<file path="config.mk">
export PLATFORM = sky130hd
export DESIGN_NAME = parallel_to_serial_flat
export DESIGN_NICKNAME = d
export VERILOG_FILES = /design/src/rtl/serial_link_pkg.sv /design/src/rtl/parallel_to_serial_if.sv /design/src/rtl/word_hold_buffer.sv /design/src/rtl/parallel_to_serial.sv /design/src/flat_wrapper.sv
export SDC_FILE = /design/constraint.sdc
export NUM_CORES = 1
export LEC_CHECK = 0
export ABC_AREA = 0
export CORE_UTILIZATION = 54
export DETAILED_ROUTE_END_ITERATION = 10
export PLACE_DENSITY = 0.89
export REMOVE_ABC_BUFFERS = 1
export SYNTH_ARGS = -nofsm -noshare
export SYNTH_HDL_FRONTEND = slang
export SYNTH_SLANG_ARGS = --single-unit
</file>
<file path="constraint.sdc">
create_clock -name clk -period 2.9 [get_ports clk]
set_input_delay 0.29 -clock clk [delete_from_list [all_inputs] [get_ports clk]]
set_output_delay 0.29 -clock clk [all_outputs]
set_load 0.05 [all_outputs]
</file>
<file path="src/rtl/serial_link_pkg.sv">
// Shared definitions for the 4-bit serial link.
// Used by the serializer, its hold buffer and the bench.
package serial_link_pkg;

  localparam int LINK_WIDTH = 4;
  localparam bit BIT_ORDER_MSB_FIRST = 1'b1;

  typedef enum logic [1:0] {
    ST_IDLE,
    ST_SHIFT,
    ST_GAP
  } p2s_state_t;

  function automatic int cnt_bits(input int n);
    return (n > 1) ? $clog2(n) : 1;
  endfunction

endpackage

</file>
<file path="src/rtl/parallel_to_serial_if.sv">
// Parallel word handshake into the serializer.
// Source drives data_in/data_valid, sink drives data_ready.
interface parallel_to_serial_if #(
  parameter int WIDTH = serial_link_pkg::LINK_WIDTH
);

  logic [WIDTH-1:0] data_in;
  logic             data_valid;
  logic             data_ready;

  modport master (
    output data_in,
    output data_valid,
    input  data_ready
  );

  modport slave (
    input  data_in,
    input  data_valid,
    output data_ready
  );

endinterface

</file>
<file path="src/rtl/word_hold_buffer.sv">
// Single-entry holding register in front of the shifter.
// Ready is simply the inverse of the occupied flag.
module word_hold_buffer #(
  parameter int WIDTH = 4
) (
  input  logic             clk,
  input  logic             reset,
  input  logic             push,
  input  logic             pop,
  input  logic [WIDTH-1:0] din,
  output logic [WIDTH-1:0] hold,
  output logic             hold_valid,
  output logic             data_ready
);

  always_ff @(posedge clk or posedge reset) begin
    if (reset) begin
      hold       <= '0;
      hold_valid <= 1'b0;
    end else if (push) begin
      hold       <= din;
      hold_valid <= 1'b1;
    end else if (pop) begin
      hold_valid <= 1'b0;
    end
  end

  assign data_ready = !hold_valid;

endmodule

</file>
<file path="src/rtl/parallel_to_serial.sv">
// MSB-first word serializer with a one-word holding buffer.
// Line outputs are registered one cycle behind the FSM state.
module parallel_to_serial
  import serial_link_pkg::*;
#(
  parameter int WIDTH = LINK_WIDTH,
  parameter int GAP   = 0
) (
  input  logic                 clk,
  input  logic                 reset,
  parallel_to_serial_if.slave  link,
  output logic                 serial_out,
  output logic                 frame_start,
  output logic                 last_bit,
  output logic                 busy
);

  localparam int BW = cnt_bits(WIDTH);
  localparam int GW = cnt_bits(GAP + 1);
  localparam int GL = (GAP > 0) ? GAP - 1 : 0;
  localparam logic [BW-1:0] BIT_LAST = BW'(WIDTH - 1);
  localparam logic [GW-1:0] GAP_LAST = GW'(GL);

  p2s_state_t       state_q, state_d;
  logic [WIDTH-1:0] shift_q, shift_d;
  logic [BW-1:0]    bit_q, bit_d;
  logic [GW-1:0]    gap_q, gap_d;

  logic [WIDTH-1:0] hold;
  logic             hold_valid;
  logic             ready;
  logic             hs;
  logic             push;
  logic             pop;
  logic             load_in;

  assign link.data_ready = ready;
  assign hs = link.data_valid && ready;

  word_hold_buffer #(
    .WIDTH (WIDTH)
  ) u_hold (
    .clk        (clk),
    .reset      (reset),
    .push       (push),
    .pop        (pop),
    .din        (link.data_in),
    .hold       (hold),
    .hold_valid (hold_valid),
    .data_ready (ready)
  );

  always_comb begin
    state_d = state_q;
    shift_d = shift_q;
    bit_d   = bit_q;
    gap_d   = gap_q;
    pop     = 1'b0;
    load_in = 1'b0;
    unique case (state_q)
      ST_IDLE: begin
        if (hs) load_in = 1'b1;
      end
      ST_SHIFT: begin
        shift_d = {shift_q[WIDTH-2:0], 1'b0};
        bit_d   = bit_q + 1'b1;
        if (bit_q == BIT_LAST) begin
          if (GAP > 0) begin
            state_d = ST_GAP;
            gap_d   = '0;
          end else if (hold_valid) begin
            pop = 1'b1;
          end else if (hs) begin
            load_in = 1'b1;
          end else begin
            state_d = ST_IDLE;
          end
        end
      end
      ST_GAP: begin
        gap_d = gap_q + 1'b1;
        if (gap_q == GAP_LAST) begin
          if (hold_valid)  pop     = 1'b1;
          else if (hs)     load_in = 1'b1;
          else             state_d = ST_IDLE;
        end
      end
      default: state_d = ST_IDLE;
    endcase
    // next-word loads override the shift path
    if (pop) begin
      shift_d = hold;
      bit_d   = '0;
      state_d = ST_SHIFT;
    end
    if (load_in) begin
      shift_d = link.data_in;
      bit_d   = '0;
      state_d = ST_SHIFT;
    end
  end

  assign push = hs && !load_in;

  always_ff @(posedge clk or posedge reset) begin
    if (reset) begin
      state_q     <= ST_IDLE;
      shift_q     <= '0;
      bit_q       <= '0;
      gap_q       <= '0;
      serial_out  <= 1'b0;
      frame_start <= 1'b0;
      last_bit    <= 1'b0;
    end else begin
      state_q     <= state_d;
      shift_q     <= shift_d;
      bit_q       <= bit_d;
      gap_q       <= gap_d;
      serial_out  <= (state_q == ST_SHIFT)
                     && shift_q[WIDTH-1];
      frame_start <= (state_q == ST_SHIFT)
                     && (bit_q == '0);
      last_bit    <= (state_q == ST_SHIFT)
                     && (bit_q == BIT_LAST);
    end
  end

  assign busy = (state_q != ST_IDLE) || hold_valid;

endmodule
</file>
<file path="src/flat_wrapper.sv">
// flat-port wrapper written by rule: the top's interface ports become plain ports
module parallel_to_serial_flat import serial_link_pkg::*;
#(
  parameter int WIDTH = LINK_WIDTH,
  parameter int GAP   = 0
)
  (clk, reset, serial_out, frame_start, last_bit, busy, link_data_in, link_data_valid, link_data_ready);
  parallel_to_serial_if #(.WIDTH(WIDTH)) link_i ();
  input  logic clk;
  input  logic reset;
  output logic serial_out;
  output logic frame_start;
  output logic last_bit;
  output logic busy;
  input wire logic [$bits(link_i.data_in)-1:0] link_data_in;
  input wire logic [$bits(link_i.data_valid)-1:0] link_data_valid;
  output wire logic [$bits(link_i.data_ready)-1:0] link_data_ready;
  assign link_i.data_in = link_data_in;
  assign link_i.data_valid = link_data_valid;
  assign link_data_ready = link_i.data_ready;
  parallel_to_serial #(.WIDTH(WIDTH), .GAP(GAP)) u_core (.clk(clk), .reset(reset), .link(link_i), .serial_out(serial_out), .frame_start(frame_start), .last_bit(last_bit), .busy(busy));
endmodule
</file>
# [Word-level counts from Yosys, hierarchy flattened]
# Cells that the tools add are included.
[op_classes] n_addsub=2 eq_ne=6 n_mux=24 n_reduce_logical=14
[ops] op="$mux 2" n=9
[ops] op="$mux 4" n=3
[ops] op="$mux 1" n=9
[ops] op="$pmux 2 s3" n=1
[ops] op="$logic_and 1x1->1" n=5
[ops] op="$eq 2x2->1 const B" n=2
[ops] op="$logic_not 2->1" n=2
[ops] op="$ne 4x2->1 const B" n=1
[ops] op="$ne 4x4->1 const B" n=1
[ops] op="$reduce_bool 2->1" n=2
[ops] op="$ne 3x1->1 const B" n=1
[ops] op="$pmux 1 s3" n=1
[ops] op="$reduce_and 3->1" n=1
[ops] op="$reduce_bool 3->1" n=1
[ops] op="$add 2x1->2 const B" n=1
[ops] op="$eq 2x1->1 const B" n=1
[ops] op="$logic_not 1->1" n=2
[ops] op="$pmux 1 s2" n=1
[ops] op="$add 1x1->1 const B" n=1
[ops] op="$logic_or 1x1->1" n=1
[totals] regBits=17 in_bits=7

# [Longest topological paths before layout]
# Gate-level depths: netlist of run 1.
[depth] ltp_word=9 mapped_depth=5 ltp_nobuf=4

# [Modules after synthesis]
# A second synthesis of run 1 with hierarchy kept.
[hier_totals] cells_unflattened=68 hier_area_um2=749.5
[by_module_without_submodules] mod="parallel_to_serial" n_inst=1 cells_each=56 area_each_um2=564.3 seq_area_each_um2=250.2
[by_module_without_submodules] mod="word_hold_buffer" n_inst=1 cells_each=12 area_each_um2=185.2 seq_area_each_um2=125.1

# [Least setup slack after synthesis of run 1]
# OpenSTA, ideal clock, no wires.
[synth_path] kind="flip-flop to output port" startpoint="register u_core.u_hold.hold_valid" endpoint="output port busy" arrival_time_ns=1.305 slack_ns=1.305 stages_incl_launch_ff=4 path_buffers=1 cell_sequence="dfrtp_1 > buf_2 > inv_1 > nand2_1"
[synth_via] elab_chain_len=1
[synth_rtl] element="start, declared" line="word_hold_buffer.sv:12" text="output logic hold_valid,"
[synth_rtl] element="start signal, assigned" line="word_hold_buffer.sv:19" text="hold_valid <= 1'b0;"
[synth_rtl] element="start signal, assigned" line="word_hold_buffer.sv:22" text="hold_valid <= 1'b1;"
[synth_rtl] element="start signal, assigned" line="word_hold_buffer.sv:24" text="hold_valid <= 1'b0;"
[synth_rtl] element="$logic_or 1x1->1" line="parallel_to_serial.sv:128" text="assign busy = (state_q != ST_IDLE) || hold_valid;"
[synth_rtl] element="end, declared" line="flat_wrapper.sv:14" text="output logic busy;"
# No other way between the ends.

# [Worst setup path in the final report of run 1]
[layout_path] startpoint="register u_core.state_q[0]" endpoint="output port busy"
[layout_via] elab_chain_len=2
[layout_rtl] element="start, declared" line="parallel_to_serial.sv:24" text="p2s_state_t state_q, state_d;"
[layout_rtl] element="start signal, assigned" line="parallel_to_serial.sv:115" text="state_q <= state_d;"
[layout_rtl] element="$reduce_bool 2->1" line="parallel_to_serial.sv:128"
[layout_rtl] element="$logic_or 1x1->1" line="parallel_to_serial.sv:128"
# No other way between the ends.

==> impl_metrics.ini, run 1 <==
[clock_network]
htree_levels = 1
cts_tree = yes
clk_latency_ns = 0.28
clockBufferDepth = 2
clkTransAtPathRegs_ns = 0.09
postCtsHoldBufs = 0
cts_buffers = 3
clkSinkCount = 15
cts.repair.resized = 0
post-cts-setup-buffer-count = 0
root_buffer = clkbuf_4

[global_route]
grt_pass1_vias = 509
globalRouteOverflowTotal = 0
grt_use_total = 0.223
grt_pass1_wl_mm = 2.27
grt_max_degree = 19
antenna_found_initial = 0

[synth]
synth_commonest_cells = 15 x dfrtp_1, 6 x inv_1, 5 x o21ai_0
ys_ff_latch = 15
synth_top_family_by_area = simple AND/OR/NAND/NOR gates
synth.area.mux_share = 0.0713
async_flop_share = 1.00
yosys_warnings = 0
avgSynthCellArea_um2 = 10.3
synth_compound_area_frac = 0.160
ys_types = 29
syn-cell-area_um2 = 772
synthAdderAreaFrac = 0.0324
yosys.area.top_type = dfrtp_1
syn_inst = 75
synth-simple-area-share = 0.194
synth-xor-area-share = 0
synth_top_area_frac = 0.486
synth_edf_count = 0
ys.flop_type = dfrtp_1
synth.area.top_cells = dfrtp_1 49%, mux2_2 5.8%, and2_1 3.2%
yosysMostFrequentCell = dfrtp_1
ys_seq_area_frac = 0.486

[worst_setup_path]
worstSetupPathDepth = 3
path_delay_family = buffers and inverters
rr_worst_depth = 4
cp-start-kind = flop
cp_data_arrival_time_ns = 2.05
cpPeakStageDelay_ns = 0.79
cp.required_ns = 2.61
worstSetupPathType = reg -> out
endpoint_kind = output pin
crit_path_cell_trace = inv_1 > nand2_1 > clkdlybuf4s50_1
critPathBufInv = 2
crit_path_max_fanout = 18
cpMaxStageDelayCell = clkdlybuf4s50_1

[sta]
worst_pin_slew_ns = 0.555
hold_viol = 0
setup_viol = 0
post-route-period-util = 0.805
final.min_clock_period_ns = 2.34
maxSlewViolCount = 0
timing.hold.ws_ns = 0.342
rsz0062_at_grt = no
finClkSkew_ns = 0.00657
fmax_ghz = 0.428
finalSetupTns_ns = 0
max_slew_margin = 0.629

[route]
wl_mm = 1.33
postRouteAntennaNets = 0
drc = 0
route.detailed.wl_per_inst_um = 13.2
via_count = 577
drt_pre_antenna_iters = 4
drt_iter0_drc = 10
avgViaCountPerCell = 5.71

[pwr]
vdd_drop_max_mv = 0.668
p_leak_uw = 0.000389
power.density_nw_per_um2 = 1110

[hold_path]
worstHoldPathType = in -> async

[final_layout]
nets = 96
num_antenna_cells = 0
fillCellCount = 107
area_delta_synth_final_pct = 17.5
drive_gt1_frac = 0.116

[outcome]
status = finished clean

[place]
gp_congestion = 0.830
io_buffer_count = 11
dp_hpwl_um = 941

[floorplan]
start_util = 0.586
io_pins = 12
die_w_um = 39.8
floorplan.rows = 13
dieArea_um2 = 1580
core-area_um2 = 1320
die_y_um = 39.8

[flow_run]
cap_violations = 0
[layer usage]
metal	up-vias	global-route usage	wire, um
met5	-	0	0
met1	270	0.293	614
li1	289	-	-
met3	4	0.0511	39
met4	0	0.103	23
met2	14	0.340	652
[sequential cells by signal, indices dropped and copies added, names as in the netlist]
signal                    flops
u_core.serial_out             1
u_core.frame_start            1
u_core.u_hold.hold_valid      1
u_core.u_hold.hold            4
u_core.bit_q                  2
u_core.last_bit               1
u_core.shift_q                4
u_core.state_q                1
[cells by family (layout without fill, tap and decap cells)]
logic type                 count (synthesis)  after routing
muxes                                      5              5
DFF                                       15             15
and+or+nand+nor                           25             25
adders and majority gates                  2              2
buffers and inverters                     10             21
AOI/OAI and AO/OA                         18             18
[power breakdown]
| part | internal (uW) | switching [uW] |
|---|---|---|
| registers | 308 | 89.4 |
| clock network | 53.4 | 66.9 |
| logic | 216 | 275 |
[path summary, 6_finish.rpt]
check | to | slack, ns | from
max reg2reg | u_core.u_hold.hold[1] | 1.22 | u_core.bit_q[0]
max in group asynchronous | u_core.shift_q[2] | 2.19 | reset
min reg2reg | u_core.u_hold.hold[0] | 0.51 | u_core.u_hold.hold[0]
min | u_core.frame_start | 0.34 | reset
max | busy | 0.56 | u_core.state_q[0]
min in group clk | u_core.u_hold.hold[0] | 0.51 | u_core.u_hold.hold[0]
[cell type report]
| cell class | instances | area (um2) | share of cell area |
|---|---|---|---|
| tap | 15 | 18.8 | 0.0207 |
| sequential | 15 | 375 | 0.414 |
| multi-input combinational | 50 | 354 | 0.390 |
| timing repair buffer | 11 | 110 | 0.121 |
| inverter | 6 | 22.5 | 0.0248 |
| clock buffer | 4 | 26.3 | 0.0290 |
[metrics by stage]
step	setup WS, ns	util	area (um2)	cells	power [uW]
finish	0.564	0.689	907	101	1010
global route	0.392	0.689	907	101	1090
CTS	0.568	0.689	907	101	1010
detailed placement	0.884	0.669	881	97	891
global placement	0.936	0.669	881	97	875
floorplan	1.35	-	752	71	755
[cells in the final DEF, fill, tap and decap left out, types with 3 or more instances in the layout]
cell type,netlist,layout
mux2_2,4,4
inv_1,6,6
clkbuf_4,0,3
nand2_1,3,3
nor2b_1,4,4
and2_1,4,4
clkdlybuf4s50_1,0,11
o22ai_1,3,3
dfrtp_1,15,15
o21ai_0,5,5
No activity file was read; power rests on OpenSTA's default activity.
==> run 2: changes to the inputs <==
Settings changed: CORE_UTILIZATION 54 to 50, PLACE_DENSITY 0.89 to 0.84.
Clock period 2.9 ns to 2.3 ns, I/O delays scaled along.
==> impl_metrics.ini, run 2 (synthesis gave the netlist of run 1 again) <==
[outcome]
status = finished clean

[route]
drt_pre_antenna_iters = 4
wl_mm = 1.27
route.detailed.wl_per_inst_um = 12.4
via_count = 580
postRouteAntennaNets = 0
met2WireLength_um = 594
drc = 0
top_layer = met4
drt_iter0_drc = 12
avgViaCountPerCell = 5.69
wl_met1_um = 583
dr_wl_met3_um = 58

[sta]
fmax_ghz = 0.478
post-route-period-util = 0.910
finalSetupTns_ns = 0
final.min_clock_period_ns = 2.09
finClkSkew_ns = 0.00641
setup_viol = 0
maxSlewViolCount = 0
rsz0062_at_grt = no
max_slew_margin = 0.628
hold_viol = 0
worst_pin_slew_ns = 0.558

[final_layout]
final_common_cell = dfrtp_1
final_util = 0.670
area_delta_synth_final_pct = 18.6
nets = 97
fillCellCount = 123
layout_common_cells = 15 x dfrtp_1, 11 x clkdlybuf4s50_1, 6 x inv_1
reg_top3 = u_core.shift_q (4), u_core.u_hold.hold (4), u_core.bit_q (2)
num_antenna_cells = 0
drive_gt1_frac = 0.138

[worst_setup_path]
cp_data_arrival_time_ns = 1.86
rr_worst_depth = 4
cp.required_ns = 2.07
worstSetupPathDepth = 3
crit_path_cell_trace = inv_1 > nand2_1 > clkdlybuf4s50_1
critPathBufInv = 2
cp-start-kind = flop
crit_path_max_fanout = 14
endpoint_kind = output pin
cpPeakStageDelay_ns = 0.79
reg2reg_slack_ns = 0.67
cpMaxStageDelayCell = clkdlybuf4s50_1
reg2reg_from = u_core.bit_q[0]
rr_endpoint = u_core.u_hold.hold[0]
worstSetupPathType = reg -> out
path_delay_family = buffers and inverters

[clock_network]
htree_levels = 1
cts.repair.resized = 0
post-cts-setup-buffer-count = 0
root_buffer = clkbuf_4
clk_latency_ns = 0.29
cts_tree = yes
postCtsHoldBufs = 0
clkSinkCount = 15
clockBufferDepth = 2
clkTransAtPathRegs_ns = 0.09
cts_buffers = 3

[floorplan]
start_util = 0.565
die_w_um = 41.3
io_pins = 12
core-area_um2 = 1370
dieArea_um2 = 1710
floorplan.rows = 13
die_y_um = 41.3

[global_route]
grt_max_degree = 18
grt_use_total = 0.185
globalRouteOverflowTotal = 0
grt_pass1_vias = 499
antenna_found_initial = 0
grt_pass1_wl_mm = 1.97

[flow_run]
cap_violations = 0

[pwr]
power.density_nw_per_um2 = 1390
vdd_drop_max_mv = 0.729
p_leak_uw = 0.000396

[place]
dp_hpwl_um = 917
gp_congestion = 0.807
io_buffer_count = 11

[hold_path]
worstHoldPathType = in -> async
[run 2: changes by cell type in the layout (fill, tap and decap cells not counted)]
| cell | previous run | this run |
|---|---|---|
| clkbuf_1 | 1 | 0 |
| clkinv_2 | 0 | 1 |
| buf_4 | 0 | 1 |
[run 2: layout make-up]
cell class | instances | area [um2] | area share
Timing Repair Buffer | 12 | 118 | 0.128
Multi-Input combinational cell | 50 | 354 | 0.387
Clock buffer | 3 | 22.5 | 0.0246
Sequential cell | 15 | 375 | 0.410
Tap cell | 15 | 18.8 | 0.0205
Clock inverter | 1 | 5.00 | 0.00546
Inverter | 6 | 22.5 | 0.0246
[run 2: power breakdown]
group	total (uW)	internal, uW	switching [uW]
registers	478	389	89.1
logic	640	278	361
clock network	153	64.8	88.3
[run 2: per-stage QoR]
| stage | std cells | area [um2] | hold WS [ns] | setup WS [ns] | power (uW) |
|---|---|---|---|---|---|
| after floorplan | 71 | 752 | 0.131 | 0.804 | 952 |
| final | 102 | 916 | 0.274 | 0.207 | 1270 |
| after global placement | 98 | 888 | 0.488 | 0.565 | 1110 |
| after global routing | 102 | 916 | 0.364 | 0.0973 | 1360 |
| after detailed placement | 98 | 888 | 0.501 | 0.529 | 1130 |
| after CTS | 102 | 916 | 0.303 | 0.204 | 1280 |
[run 2: routing by layer]
layer / GRT usage / up-vias
met4: 0.121 / 0
li1: - / 289
met5: 0 / -
met2: 0.297 / 22
met1: 0.228 / 264
met3: 0.0319 / 5
[run 2: worst max path at each step]
stage / startpoint / endpoint / slack, ns
2_1_floorplan: u_core.bit_q[0] / u_core.u_hold.hold[0] / 0.80
3_3_place_gp: u_core.u_hold.hold_valid / busy / 0.57
3_5_place_dp: u_core.u_hold.hold_valid / busy / 0.53
4_1_cts: u_core.u_hold.hold_valid / busy / 0.20
5_1_grt: u_core.u_hold.hold_valid / busy / 0.1
6_report: u_core.u_hold.hold_valid / busy / 0.21
